<file path="src/rtl/timer_pkg.sv">
// Shared definitions for the timer bank: channel state encoding and prescaler sizing.
package timer_pkg;

  typedef enum logic {
    ST_IDLE = 1'b0,
    ST_RUN  = 1'b1
  } state_t;

  // Prescaler counts 0..tick_cyc-1; keep at least one bit so TICK_CYC==1 still elaborates.
  function automatic int pre_width(input int tick_cyc);
    int w;
    w = $clog2(tick_cyc);
    return (w < 1) ? 1 : w;
  endfunction

endpackage

</file>
<file path="src/rtl/timer_bank_if.sv">
// Control/status bundle between the game FSM (master) and the timer bank (slave).
interface timer_bank_if #(
  parameter int NUM_CH = 4,
  parameter int DUR_W  = 16
);
  logic [NUM_CH-1:0]       start;
  logic [NUM_CH-1:0]       cancel;
  logic [NUM_CH-1:0]       pause;
  logic [NUM_CH-1:0]       reload_mode;
  logic [NUM_CH*DUR_W-1:0] duration;
  logic [NUM_CH-1:0]       done;
  logic [NUM_CH-1:0]       halfway;
  logic [NUM_CH-1:0]       running;
  logic [NUM_CH*DUR_W-1:0] remaining;

  modport master (
    output start, cancel, pause, reload_mode, duration,
    input  done, halfway, running, remaining
  );

  modport slave (
    input  start, cancel, pause, reload_mode, duration,
    output done, halfway, running, remaining
  );
endinterface

</file>
<file path="src/rtl/timer_channel.sv">
// One countdown channel: IDLE/RUN FSM, tick prescaler, remaining count, latched period and mode.
module timer_channel
  import timer_pkg::*;
#(
  parameter int TICK_CYC = 4,
  parameter int DUR_W    = 16
) (
  input  logic             clk,
  input  logic             reset,
  input  logic             i_start,
  input  logic             i_cancel,
  input  logic             i_pause,
  input  logic             i_reload_mode,
  input  logic [DUR_W-1:0] i_duration,
  output logic             o_done,
  output logic             o_halfway,
  output logic             o_running,
  output logic [DUR_W-1:0] o_remaining
);
  localparam int              PW       = pre_width(TICK_CYC);
  localparam logic [PW-1:0]   PRE_LAST = PW'(TICK_CYC - 1);

  state_t             r_state, w_state_next;
  logic [PW-1:0]      r_pre, w_pre_next;
  logic [DUR_W-1:0]   r_rem, w_rem_next;
  logic [DUR_W-1:0]   r_period, w_period_next;
  logic               r_mode, w_mode_next;
  logic               r_done, w_done_next;
  logic               r_half, w_half_next;
  logic [DUR_W-1:0]   w_rem_dec;
  logic [DUR_W-1:0]   w_half_pt;

  assign w_rem_dec = r_rem - DUR_W'(1);
  assign w_half_pt = r_period >> 1;

  always_comb begin
    w_state_next  = r_state;
    w_pre_next    = r_pre;
    w_rem_next    = r_rem;
    w_period_next = r_period;
    w_mode_next   = r_mode;
    w_done_next   = 1'b0;
    w_half_next   = 1'b0;
    if (i_cancel) begin
      w_state_next = ST_IDLE;
      w_pre_next   = '0;
      w_rem_next   = '0;
    end else if (i_start) begin
      w_period_next = i_duration;
      w_mode_next   = i_reload_mode;
      w_pre_next    = '0;
      w_rem_next    = i_duration;
      // A zero-length timer expires immediately without ever reporting running.
      if (i_duration == '0) begin
        w_state_next = ST_IDLE;
        w_done_next  = 1'b1;
      end else begin
        w_state_next = ST_RUN;
      end
    end else if (r_state == ST_RUN && !i_pause) begin
      if (r_pre == PRE_LAST) begin
        w_pre_next = '0;
        w_rem_next = w_rem_dec;
        if (w_half_pt != '0 && w_rem_dec == w_half_pt)
          w_half_next = 1'b1;
        if (r_rem == DUR_W'(1)) begin
          w_done_next = 1'b1;
          if (r_mode)
            w_rem_next = r_period;
          else
            w_state_next = ST_IDLE;
        end
      end else begin
        w_pre_next = r_pre + PW'(1);
      end
    end
  end

  always_ff @(posedge clk) begin
    if (reset) begin
      r_state  <= ST_IDLE;
      r_pre    <= '0;
      r_rem    <= '0;
      r_period <= '0;
      r_mode   <= 1'b0;
      r_done   <= 1'b0;
      r_half   <= 1'b0;
    end else begin
      r_state  <= w_state_next;
      r_pre    <= w_pre_next;
      r_rem    <= w_rem_next;
      r_period <= w_period_next;
      r_mode   <= w_mode_next;
      r_done   <= w_done_next;
      r_half   <= w_half_next;
    end
  end

  assign o_done      = r_done;
  assign o_halfway   = r_half;
  assign o_running   = (r_state == ST_RUN);
  assign o_remaining = r_rem;
endmodule

</file>
<file path="src/rtl/timer_bank.sv">
// Bank of NUM_CH independent countdown timers sharing one clock and tick rate.
module timer_bank
  import timer_pkg::*;
#(
  parameter int NUM_CH     = 4,
  parameter int CLOCK_FREQ = 100_000_000,
  parameter int TICK_HZ    = 1000,
  parameter int DUR_W      = 16
) (
  input logic         clk,
  input logic         reset,
  timer_bank_if.slave bus
);
  localparam int TICK_CYC = CLOCK_FREQ / TICK_HZ;

  generate
    if (TICK_CYC < 1) begin : g_bad_tick
      $error("timer_bank: CLOCK_FREQ/TICK_HZ must be at least 1");
    end
  endgenerate

  logic [NUM_CH-1:0]       w_done;
  logic [NUM_CH-1:0]       w_halfway;
  logic [NUM_CH-1:0]       w_running;
  logic [NUM_CH*DUR_W-1:0] w_remaining;

  generate
    for (genvar gi = 0; gi < NUM_CH; gi++) begin : g_ch
      timer_channel #(
        .TICK_CYC (TICK_CYC),
        .DUR_W    (DUR_W)
      ) u_ch (
        .clk           (clk),
        .reset         (reset),
        .i_start       (bus.start[gi]),
        .i_cancel      (bus.cancel[gi]),
        .i_pause       (bus.pause[gi]),
        .i_reload_mode (bus.reload_mode[gi]),
        .i_duration    (bus.duration[gi*DUR_W +: DUR_W]),
        .o_done        (w_done[gi]),
        .o_halfway     (w_halfway[gi]),
        .o_running     (w_running[gi]),
        .o_remaining   (w_remaining[gi*DUR_W +: DUR_W])
      );
    end
  endgenerate

  assign bus.done      = w_done;
  assign bus.halfway   = w_halfway;
  assign bus.running   = w_running;
  assign bus.remaining = w_remaining;
endmodule

</file>
<file path="src/flat_wrapper.sv">
// flat-port wrapper written by rule: the top's interface ports become plain ports
module timer_bank_flat import timer_pkg::*;
#(
  parameter int NUM_CH     = 4,
  parameter int CLOCK_FREQ = 100_000_000,
  parameter int TICK_HZ    = 1000,
  parameter int DUR_W      = 16
)
  (clk, reset, bus_start, bus_cancel, bus_pause, bus_reload_mode, bus_duration, bus_done, bus_halfway, bus_running, bus_remaining);
  timer_bank_if #(.NUM_CH(NUM_CH), .DUR_W(DUR_W)) bus_i ();
  input logic clk;
  input logic reset;
  input wire logic [$bits(bus_i.start)-1:0] bus_start;
  input wire logic [$bits(bus_i.cancel)-1:0] bus_cancel;
  input wire logic [$bits(bus_i.pause)-1:0] bus_pause;
  input wire logic [$bits(bus_i.reload_mode)-1:0] bus_reload_mode;
  input wire logic [$bits(bus_i.duration)-1:0] bus_duration;
  output wire logic [$bits(bus_i.done)-1:0] bus_done;
  output wire logic [$bits(bus_i.halfway)-1:0] bus_halfway;
  output wire logic [$bits(bus_i.running)-1:0] bus_running;
  output wire logic [$bits(bus_i.remaining)-1:0] bus_remaining;
  assign bus_i.start = bus_start;
  assign bus_i.cancel = bus_cancel;
  assign bus_i.pause = bus_pause;
  assign bus_i.reload_mode = bus_reload_mode;
  assign bus_i.duration = bus_duration;
  assign bus_done = bus_i.done;
  assign bus_halfway = bus_i.halfway;
  assign bus_running = bus_i.running;
  assign bus_remaining = bus_i.remaining;
  timer_bank #(.NUM_CH(NUM_CH), .CLOCK_FREQ(CLOCK_FREQ), .TICK_HZ(TICK_HZ), .DUR_W(DUR_W)) u_core (.clk(clk), .reset(reset), .bus(bus_i));
endmodule
</file>
<file path="config.mk">
export PLATFORM = sky130hd
export DESIGN_NAME = timer_bank_flat
export DESIGN_NICKNAME = d
export VERILOG_FILES = /design/src/rtl/timer_pkg.sv /design/src/rtl/timer_bank_if.sv /design/src/rtl/timer_channel.sv /design/src/rtl/timer_bank.sv /design/src/flat_wrapper.sv
export SDC_FILE = /design/constraint.sdc
export NUM_CORES = 1
export LEC_CHECK = 0
export ABC_AREA = 1
export BUFFER_PORTS_ARGS = -buffer_cell sky130_fd_sc_hd__buf_2
export CAP_MARGIN = 0
export CORE_MARGIN = 2
export CORE_UTILIZATION = 48
export CTS_CLUSTER_SIZE = 20
export DETAILED_ROUTE_END_ITERATION = 16
export HOLD_SLACK_MARGIN = 0.15
export PLACE_DENSITY = 0.72
export SYNTH_ARGS = -nofsm -noshare
export SYNTH_HDL_FRONTEND = slang
export SYNTH_HIERARCHICAL = 1
export SYNTH_SLANG_ARGS = --single-unit
</file>
<file path="constraint.sdc">
create_clock -name clk -period 2.8 [get_ports clk]
set_input_delay 0.14 -clock clk [delete_from_list [all_inputs] [get_ports clk]]
set_output_delay 0.14 -clock clk [all_outputs]
set_load 0.01 [all_outputs]
</file>
==> results of run 1 <==
## timing repair
item                      in CTS  in global routing
resized for setup              0                  0
hold endpoints to repair     179                  0
hold buffers                 101                  0
## per-stage QoR
stage	std cells	area [um^2]	util [%]	hold slack, ns	worst slack, ns
after floorplan	2125	13700	-	0.209	1.21
after global placement	2630	14800	53.0	0.418	0.790
after detailed placement	2630	14800	53.0	0.424	0.684
after CTS	2779	16700	59.7	0.157	0.440
after global routing	2780	16700	59.7	0.218	0.273
final	2781	16700	59.7	0.189	0.357
## layout by cell type (no fill, tap or decap), types with 9 or more instances in the layout
| cell | instances |
|---|---|
| sky130_fd_sc_hd__o22ai_1 | 24 |
| sky130_fd_sc_hd__dlygate4sd3_1 | 101 |
| sky130_fd_sc_hd__buf_2 | 157 |
| sky130_fd_sc_hd__a31oi_1 | 9 |
| sky130_fd_sc_hd__nand3b_1 | 19 |
| sky130_fd_sc_hd__nand3_2 | 13 |
| sky130_fd_sc_hd__nor3_4 | 9 |
| sky130_fd_sc_hd__clkbuf_16 | 27 |
| sky130_fd_sc_hd__nor2_2 | 25 |
| sky130_fd_sc_hd__nand4_1 | 46 |
| sky130_fd_sc_hd__o21ai_0 | 73 |
| sky130_fd_sc_hd__o21ai_1 | 11 |
| sky130_fd_sc_hd__inv_2 | 22 |
| sky130_fd_sc_hd__nand2_1 | 522 |
| sky130_fd_sc_hd__nor2_1 | 248 |
| sky130_fd_sc_hd__dfxtp_1 | 212 |
| sky130_fd_sc_hd__nor2_4 | 20 |
| sky130_fd_sc_hd__nand3_1 | 186 |
| sky130_fd_sc_hd__xor2_1 | 43 |
| sky130_fd_sc_hd__nand2_2 | 28 |
| sky130_fd_sc_hd__ha_1 | 12 |
| sky130_fd_sc_hd__o211ai_1 | 31 |
| sky130_fd_sc_hd__nor3_1 | 23 |
| sky130_fd_sc_hd__a211oi_1 | 28 |
| sky130_fd_sc_hd__inv_1 | 307 |
| sky130_fd_sc_hd__a21oi_1 | 116 |
## routing by layer
layer	part of all wire (%)	vias up
li1	-	7429
met1	43	6827
met2	46	709
met4	3.3	0
met3	7.6	115
met5	0	-
## worst min-delay path by stage
stage / from / endpoint / slack (ns)
2_1_floorplan: reset / u_core/g_ch[0].u_ch/r_period[0]$_SDFFE_PP0P_ / 0.21
6_report: bus_start[3] / u_core/g_ch[3].u_ch/o_remaining[6]$_SDFFE_PP0P_ / 0.19
3_5_place_dp: bus_duration[53] / u_core/g_ch[3].u_ch/r_period[5]$_SDFFE_PP0P_ / 0.42
5_1_grt: bus_start[3] / u_core/g_ch[3].u_ch/o_remaining[9]$_SDFFE_PP0P_ / 0.22
3_3_place_gp: bus_duration[53] / u_core/g_ch[3].u_ch/r_period[5]$_SDFFE_PP0P_ / 0.42
4_1_cts: bus_start[3] / u_core/g_ch[3].u_ch/o_remaining[3]$_SDFFE_PP0P_ / 0.16
## final cells by class
type | count | area [um^2]
tap | 378 | 473
clock buffer | 42 | 802
timing repair buffer | 263 | 1830
inverter | 329 | 1230
clock inverter | 6 | 55.1
multi-input combinational | 1549 | 8030
sequential | 212 | 4240
antenna | 2 | 5.00
fill | 2632 | 11300
## cell families after synthesis
kind of cell / share of synthesized area [%]
AND/OR/NAND/NOR: 40.8
AO/OA/AOI/OAI: 13.0
flip-flops: 31.0
buffers and inverters: 10.4
adder cells (fa/ha/maj): 1.10
XOR/XNOR: 3.72
## flip-flops by register name, indices dropped and copies added (netlist names)
register / cells
u_core/g_ch.u_ch/o_done: 4
u_core/g_ch.u_ch/o_running: 4
u_core/g_ch.u_ch/o_remaining: 64
u_core/g_ch.u_ch/r_pre: 68
u_core/g_ch.u_ch/r_period: 64
u_core/g_ch.u_ch/r_mode: 4
u_core/g_ch.u_ch/o_halfway: 4
## report_power, final
group | switching (uW) | internal [uW]
combinational | 958 | 583
clock | 1310 | 2030
sequential | 116 | 3110
total | 2390 | 5730
## critical path, delay by kind of cell
family	cells	cell delay, ns
buffers and inverters	5	2.26
AOI/OAI and AO/OA	1	0.15
and+or+nand+nor	2	0.36
==> results.cfg, run 1 <==
[run_status]
outcome = complete, no violations

[sta]
timing_worst_slew_pin_value_ns = 0.990
final_hold_fails = 0
period_needed_ns = 2.44
setup_tns_final_ns = 0
grt_setup_unrepaired = no
final.setup_skew_ns = 0.0129
fmax_ghz = 0.409
timing.final.crit_share_pct = 87.2
final-setup-viol-count = 0
timing.final.max_slew_violations = 0
slew_margin_rel_pct = 33.9

[yosys]
yosysWarningCount = 6
synth_seq_area_share_pct = 31.0
synth-edff-count = 0
syn_nets = 2219
post_synth_instance_area_um2 = 13700
synthesis.instances = 2125
synth_top_area_share_pct = 31.0
post_synth_num_cell_types = 43
synthTopCellsByCount = sky130_fd_sc_hd__nand2_1, sky130_fd_sc_hd__inv_1, sky130_fd_sc_hd__nor2_1
synth.top_cells.by_area = sky130_fd_sc_hd__dfxtp_1, sky130_fd_sc_hd__nand2_1, sky130_fd_sc_hd__inv_1
yosys_most_used_dff = sky130_fd_sc_hd__dfxtp_1
postSynthRegisterBits = 212
post-synth-top-count-cell = sky130_fd_sc_hd__nand2_1
syn_avg_cell_area_um2 = 6.45
synth_async_sr_flop_share_pct = 0
synth_area_leader_cell = sky130_fd_sc_hd__dfxtp_1

[worst_hold_path]
min_path_type = input port to flip-flop
min_delay_path_depth = 5

[critical_path]
cp_data_required_time_ns = 3.28
worstSetupStartpointType = input port
cp_cell_sequence = dlygate4sd3_1 > buf_2 > inv_1 > nor2_4 > nand2_1 > dlygate4sd3_1 > a21oi_1 > dlygate4sd3_1
reg2reg_depth = 12
critical_path.reg2reg.startpoint = u_core/g_ch[1].u_ch/o_remaining[0]$_SDFFE_PP0P_
setup.worst_path.end_class = flip-flop
r2r-end = u_core/g_ch[1].u_ch/o_halfway$_SDFF_PP0_
max_stage_delay_ns = 0.56
cpMaxStageDelayCell = sky130_fd_sc_hd__dlygate4sd3_1
setup.reg_to_reg.worst_slack_ns = 0.79
path_class = input port to flip-flop
worst-endpoint-arrival_ns = 2.93
path_common_cell = sky130_fd_sc_hd__dlygate4sd3_1
crit_path_end = u_core/g_ch[1].u_ch/r_period[1]$_SDFFE_PP0P_
crit_path_max_fanout = 13
critPathLaunch = bus_start[1]

[cts]
tritoncts.num_buffers = 26
cts_root_buf = sky130_fd_sc_hd__clkbuf_16
clock_tree.buffer_depth = 3
clock-sinks = 212
clk_latency_ns = 0.54
tritoncts_clock_tree = yes
cts_setup_buffers = 0
cts_h_tree_depth = 1
path_clk_slew_ns = 0.06

[final_layout]
drive_above_1_share_pct = 14.5
nets = 2475
flow.area_growth_from_synthesis_pct = 21.8

[global_route]
busiest_layer = met2
grt_use_met1_pct = 33.9
grt.total_usage_pct = 26.1
use_met3_pct = 3.45
grt_pass1_wl_mm = 66.5
grt.met2_usage_pct = 44.5
grt_antenna_before_repair = 1
grt_max_degree = 30
grt_pass1_vias = 13900
grt_overflow_total = 0

[placed_design]
placement.io_buffers = 157
place_congestion = 0.938
dpl.hpwl_mm = 29.3

[drt]
post_drt_via_cell_ratio = 5.42
route.detailed.drc = 0
initialDrtViolationCount = 1279
drt.antenna.violating_nets = 0
totalWireLength_mm = 41.2
vias = 15100
drtPass1Iterations = 7
route.detailed.wl_per_inst_um = 14.8

[floorplanning]
io_pins = 158
die_area_um2 = 29900
fp.dieW_um = 173
starting_density_of_the_core_pct = 49.1
chipHeight_um = 173
floorplan.rows = 61
core-area_um2 = 27900

[power_and_ir_drop]
power_density_nw_per_um2 = 487
max-vdd-ir-drop_v = 0.000471
design_power_total_uw = 8120
static-leakage-power_uw = 0.00764

[job]
drv_cap = 0
(Power assumes the default switching activity.)
==> inputs of run 2 (changes only) <==
--- a/config.mk
+++ b/config.mk
@@ -14,6 +14,7 @@
 export DETAILED_ROUTE_END_ITERATION = 16
 export HOLD_SLACK_MARGIN = 0.15
 export PLACE_DENSITY = 0.72
+export REMOVE_ABC_BUFFERS = 1
 export SYNTH_ARGS = -nofsm -noshare
 export SYNTH_HDL_FRONTEND = slang
 export SYNTH_HIERARCHICAL = 1
==> results.cfg, run 2 (synthesis gave the netlist of run 1 again) <==
[placed_design]
place_congestion = 0.941
placedInstanceArea_um2 = 14800
place_inst = 2632
placement.io_buffers = 157
dpl.hpwl_mm = 30.2

[drt]
vias = 15200
initialDrtViolationCount = 1568
route.detailed.wl_per_inst_um = 15.3
route.detailed.drc = 0
drt.antenna.violating_nets = 0
drtPass1Iterations = 6
totalWireLength_mm = 42.5
post_drt_via_cell_ratio = 5.47

[job]
drv_cap = 0

[critical_path]
cp_data_required_time_ns = 3.22
critical_path.reg2reg.startpoint = u_core/g_ch[1].u_ch/r_pre[1]$_SDFFE_PP0P_
reg2reg_depth = 8
r2r-end = u_core/g_ch[1].u_ch/r_pre[15]$_SDFFE_PP0P_
worstSetupStartpointType = input port
crit_path_max_fanout = 26
path_class = input port to flip-flop
setup.reg_to_reg.worst_slack_ns = 0.77
worst-endpoint-arrival_ns = 2.76
setup.worst_path.end_class = flip-flop

[global_route]
grt.total_usage_pct = 27.5
grt_overflow_total = 0
grt_pass1_vias = 14400
grt_pass1_wl_mm = 69.7
grt_max_degree = 30
grt_antenna_before_repair = 0

[power_and_ir_drop]
power.internal_uw = 5780
power_frac_clock_pct = 41.7
static-leakage-power_uw = 0.00764
power_frac_comb_pct = 18.9
power_density_nw_per_um2 = 491
pwr-share-seq_pct = 39.4
max-vdd-ir-drop_v = 0.000457
power.share.switching_pct = 29.6
netsw_uw = 2420

[sta]
setup_tns_final_ns = 0
timing_worst_slew_pin_value_ns = 0.957
final_hold_fails = 0
grt_setup_unrepaired = no
timing.final.max_slew_violations = 0
timing.final.crit_share_pct = 83.4
final.setup_skew_ns = 0.0150
slew_margin_rel_pct = 36.1
fmax_ghz = 0.428
timing.hold.ws_ns = 0.221
period_needed_ns = 2.33
final-setup-viol-count = 0

[floorplanning]
fp.dieW_um = 173
floorplan.rows = 61
die_area_um2 = 29900
starting_density_of_the_core_pct = 49.1
chipHeight_um = 173
core-area_um2 = 27900
io_pins = 158

[worst_hold_path]
min_delay_path_depth = 6
worstHoldEndpoint = u_core/g_ch[3].u_ch/o_remaining[3]$_SDFFE_PP0P_
min_path_type = input port to flip-flop
hold_path_startpoint = bus_start[3]

[final_layout]
insertedDiodeCount = 0
layout.filler_cells = 2721
flow.area_growth_from_synthesis_pct = 22.0
largest_register_ff_count = 68
largest_register = u_core/g_ch.u_ch/r_pre
layout.cell_area.non_filler_um2 = 16700
nets = 2478
final_cells = 2782
seq_area_um2 = 4240
multiInputGateArea_um2 = 8030
drive_above_1_share_pct = 14.6
final_common_cell = sky130_fd_sc_hd__nand2_1
layout_common_cells = sky130_fd_sc_hd__nand2_1, sky130_fd_sc_hd__inv_1, sky130_fd_sc_hd__nor2_1

[cts]
clk_latency_ns = 0.55
clock-sinks = 212
tritoncts_clock_tree = yes
clock_tree.buffer_depth = 3
tritoncts.num_buffers = 27
cts_root_buf = sky130_fd_sc_hd__clkbuf_16
path_clk_slew_ns = 0.06
cts_h_tree_depth = 1

[run_status]
outcome = complete, no violations
[run 2: changes by cell type in the layout (fill, tap and decap cells not counted), moves of 2 or more]
cell / change
sky130_fd_sc_hd__buf_4: +2
sky130_fd_sc_hd__clkinv_2: -4
sky130_fd_sc_hd__clkbuf_1: +2
sky130_fd_sc_hd__diode_2: -2
[run 2: cell type report]
| type | instances | area share, % |
|---|---|---|
| clock buffers | 45 | 4.93 |
| clock inverters | 4 | 0.314 |
| inverters | 329 | 7.39 |
| multi-input cells | 1549 | 48.1 |
| flip-flops and latches | 212 | 25.4 |
| well taps | 378 | 2.83 |
| repair buffers | 265 | 11.1 |
[run 2: per-stage QoR]
stage          setup WS, ns  util, %  power (uW)
5_1_grt               0.332     59.8        8590
4_1_cts               0.554     59.8        8250
2_1_floorplan          1.21        -        4260
3_3_place_gp          0.864     53.1        4670
6_report              0.466     59.8        8200
3_5_place_dp          0.804     53.1        4690
[run 2: layer usage]
metal	global-route usage, %	share of wire [%]	vias to the layer above
met5	0	0	-
met2	46.8	46	702
met3	3.45	7.8	101
met4	9.82	2.7	0
li1	-	-	7434
met1	35.9	43	6971
[run 2: worst max-delay path by stage]
stage / startpoint / to
6_report: bus_start[0] / u_core/g_ch[0].u_ch/r_period[15]$_SDFFE_PP0P_
5_1_grt: bus_start[0] / u_core/g_ch[0].u_ch/r_period[15]$_SDFFE_PP0P_
4_1_cts: bus_start[0] / u_core/g_ch[0].u_ch/r_period[15]$_SDFFE_PP0P_
3_5_place_dp: u_core/g_ch[1].u_ch/r_pre[0]$_SDFFE_PP0P_ / u_core/g_ch[1].u_ch/r_pre[15]$_SDFFE_PP0P_
3_3_place_gp: u_core/g_ch[2].u_ch/o_remaining[0]$_SDFFE_PP0P_ / u_core/g_ch[2].u_ch/o_halfway$_SDFF_PP0_
2_1_floorplan: u_core/g_ch[0].u_ch/o_running$_SDFFE_PP0P_ / u_core/g_ch[0].u_ch/o_remaining[15]$_SDFFE_PP0P_
[run 2: critical path, stage by stage]
cell	delay (ns)
sky130_fd_sc_hd__dlygate4sd3_1	0.51
sky130_fd_sc_hd__buf_2	0.31
sky130_fd_sc_hd__inv_1	0.27
sky130_fd_sc_hd__nor2_4	0.25
sky130_fd_sc_hd__inv_1	0.38
sky130_fd_sc_hd__nor2_1	0.20
sky130_fd_sc_hd__a211oi_1	0.07
sky130_fd_sc_hd__dlygate4sd3_1	0.61
[run 2: timing repair]
action	4_1_cts	5_1_grt
setup buffers	0	0
hold buffers	101	0
hold endpoints to repair	178	0
gates resized for setup	0	0
setup endpoints to repair	0	0
[run 2: power groups by stage]
stage / registers, uW / logic (uW) / clock network, uW
floorplan: 3270 / 982 / 0
global placement: 3290 / 1380 / 0
detailed placement: 3290 / 1400 / 0
CTS: 3230 / 1520 / 3510
global route: 3240 / 1720 / 3630
finish: 3230 / 1550 / 3420
==> inputs of run 3 (changes only) <==
--- a/config.mk
+++ b/config.mk
@@ -13,7 +13,7 @@
 export CTS_CLUSTER_SIZE = 20
 export DETAILED_ROUTE_END_ITERATION = 16
 export HOLD_SLACK_MARGIN = 0.15
-export PLACE_DENSITY = 0.72
+export PLACE_DENSITY = 0.74
 export REMOVE_ABC_BUFFERS = 1
 export SYNTH_ARGS = -nofsm -noshare
 export SYNTH_HDL_FRONTEND = slang
==> constraint.sdc (replaced) <==
create_clock -name clk -period 2 [get_ports clk]
set_input_delay 0.1 -clock clk [delete_from_list [all_inputs] [get_ports clk]]
set_output_delay 0.1 -clock clk [all_outputs]
set_load 0.01 [all_outputs]
==> results.cfg, run 3 (synthesis gave the netlist of run 1 again) <==
[critical_path]
worst-endpoint-arrival_ns = 2.40
critPathLaunch = bus_cancel[2]
worstSetupStartpointType = input port
path_class = input port to flip-flop
setup.reg_to_reg.worst_slack_ns = 0.11
cp_data_required_time_ns = 2.46
critical_path.reg2reg.startpoint = u_core/g_ch[1].u_ch/o_remaining[1]$_SDFFE_PP0P_
setup.worst_path.end_class = flip-flop
reg2reg_depth = 12
r2r-end = u_core/g_ch[1].u_ch/o_halfway$_SDFF_PP0_
crit_path_end = u_core/g_ch[2].u_ch/r_period[1]$_SDFFE_PP0P_
crit_path_max_fanout = 9

[power_and_ir_drop]
static-leakage-power_uw = 0.00783
max-vdd-ir-drop_v = 0.000558
design_power_total_uw = 11400
power_density_nw_per_um2 = 671

[drt]
route.detailed.drc = 0
vias = 15200
initialDrtViolationCount = 1379
drtPass1Iterations = 6
drt.antenna.violating_nets = 0
post_drt_via_cell_ratio = 5.39
route.detailed.wl_per_inst_um = 15.1
totalWireLength_mm = 42.4

[placed_design]
placement.io_buffers = 157
place_congestion = 0.943
place_inst = 2664
placedInstanceArea_um2 = 15100
dpl.hpwl_mm = 30.7

[final_layout]
final_common_cell = sky130_fd_sc_hd__nand2_1
drive_above_1_share_pct = 16.0
nets = 2511
final_cells = 2811
flow.area_growth_from_synthesis_pct = 24.0
layout.cell_area.non_filler_um2 = 17000
layout_common_cells = sky130_fd_sc_hd__nand2_1, sky130_fd_sc_hd__inv_1, sky130_fd_sc_hd__nor2_1
layout.filler_cells = 2609
insertedDiodeCount = 0
largest_register = u_core/g_ch.u_ch/r_pre
largest_register_ff_count = 68

[sta]
final.setup_skew_ns = 0.00797
timing_worst_slew_pin_value_ns = 0.602
timing.final.max_slew_violations = 0
period_needed_ns = 1.94
grt_setup_unrepaired = yes
setup_tns_final_ns = 0
timing.final.crit_share_pct = 97.1
fmax_ghz = 0.515
final-setup-viol-count = 0
final_hold_fails = 0
slew_margin_rel_pct = 59.7

[cts]
tritoncts_clock_tree = yes
clock_tree.buffer_depth = 3
path_clk_slew_ns = 0.06
clk_latency_ns = 0.52
cts_setup_buffers = 0
cts_h_tree_depth = 1
tritoncts.num_buffers = 25
cts_root_buf = sky130_fd_sc_hd__clkbuf_16
clock-sinks = 212

[job]
drv_cap = 0

[floorplanning]
starting_density_of_the_core_pct = 49.1
core-area_um2 = 27900
fp.dieW_um = 173
chipHeight_um = 173
die_area_um2 = 29900
floorplan.rows = 61
io_pins = 158

[run_status]
outcome = complete, no violations

[global_route]
grt_pass1_vias = 14700
grt.total_usage_pct = 27.3
grt_antenna_before_repair = 0
grt_overflow_total = 0
grt_pass1_wl_mm = 69.7
grt_max_degree = 30

[worst_hold_path]
min_path_type = input port to flip-flop
-- run 3: cell types whose count changed in the layout (fill, tap and decap cells not counted), moves of 3 or more --
cell                            previous run  this run
sky130_fd_sc_hd__dlygate4sd3_1           101       104
sky130_fd_sc_hd__buf_4                     7        38
sky130_fd_sc_hd__nor2_4                   20        23
sky130_fd_sc_hd__clkbuf_1                 10         3
sky130_fd_sc_hd__clkinv_2                  1         4
-- run 3: metrics by stage --
step / hold slack (ns) / setup slack (ns) / util [%]
finish: 0.170 / 0.0585 / 60.8
global route: 0.167 / -0.0432 / 60.8
CTS: 0.162 / 0.0313 / 60.7
detailed placement: 0.390 / 0.111 / 54.0
global placement: 0.380 / 0.171 / 54.0
floorplan: 0.169 / 0.406 / -
-- run 3: report_power, final --
group | total [uW] | switching, uW | internal [uW]
sequential | 4520 | 158 | 4360
combinational | 2230 | 1370 | 862
clock | 4660 | 1810 | 2860
-- run 3: layer usage --
layer	wire (um)	track usage, %
met1	18100	35.3
met2	19900	47.3
met3	3420	4.29
met4	930	7.49
met5	0	0
-- run 3: worst min-delay path by stage --
stage | slack (ns) | depth (start not counted) | start | endpoint
final | 0.17 | 2 | reset | u_core/g_ch[0].u_ch/r_period[6]$_SDFFE_PP0P_
after global routing | 0.17 | 2 | reset | u_core/g_ch[0].u_ch/r_period[6]$_SDFFE_PP0P_
after CTS | 0.16 | 2 | reset | u_core/g_ch[0].u_ch/r_period[6]$_SDFFE_PP0P_
after detailed placement | 0.39 | 3 | bus_duration[0] | u_core/g_ch[0].u_ch/r_period[0]$_SDFFE_PP0P_
after global placement | 0.38 | 3 | bus_duration[1] | u_core/g_ch[0].u_ch/r_period[1]$_SDFFE_PP0P_
after floorplan | 0.17 | 1 | reset | u_core/g_ch[0].u_ch/r_period[0]$_SDFFE_PP0P_
-- run 3: final cells by class --
class	count	area, um^2	area share, %
repair buffers	300	2130	12.5
clock inverters	6	80.1	0.471
flip-flops and latches	212	4250	25.0
well taps	378	473	2.78
inverters	329	1230	7.27
clock buffers	37	761	4.48
multi-input cells	1549	8070	47.5
-- run 3: what timing repair did --
action,in CTS,in global routing
endpoints found under the setup margin,0,9
resized for setup,0,11
endpoints found under the hold margin,187,0
hold buffers,104,0
-- run 3: worst max-delay path, stage by stage --
cell and delay, ns:
sky130_fd_sc_hd__dlygate4sd3_1 0.54, sky130_fd_sc_hd__buf_2 0.14, sky130_fd_sc_hd__nor2_4 0.22, sky130_fd_sc_hd__nand2_1 0.09, sky130_fd_sc_hd__dlygate4sd3_1 0.58, sky130_fd_sc_hd__a21oi_1 0.16, sky130_fd_sc_hd__dlygate4sd3_1 0.56
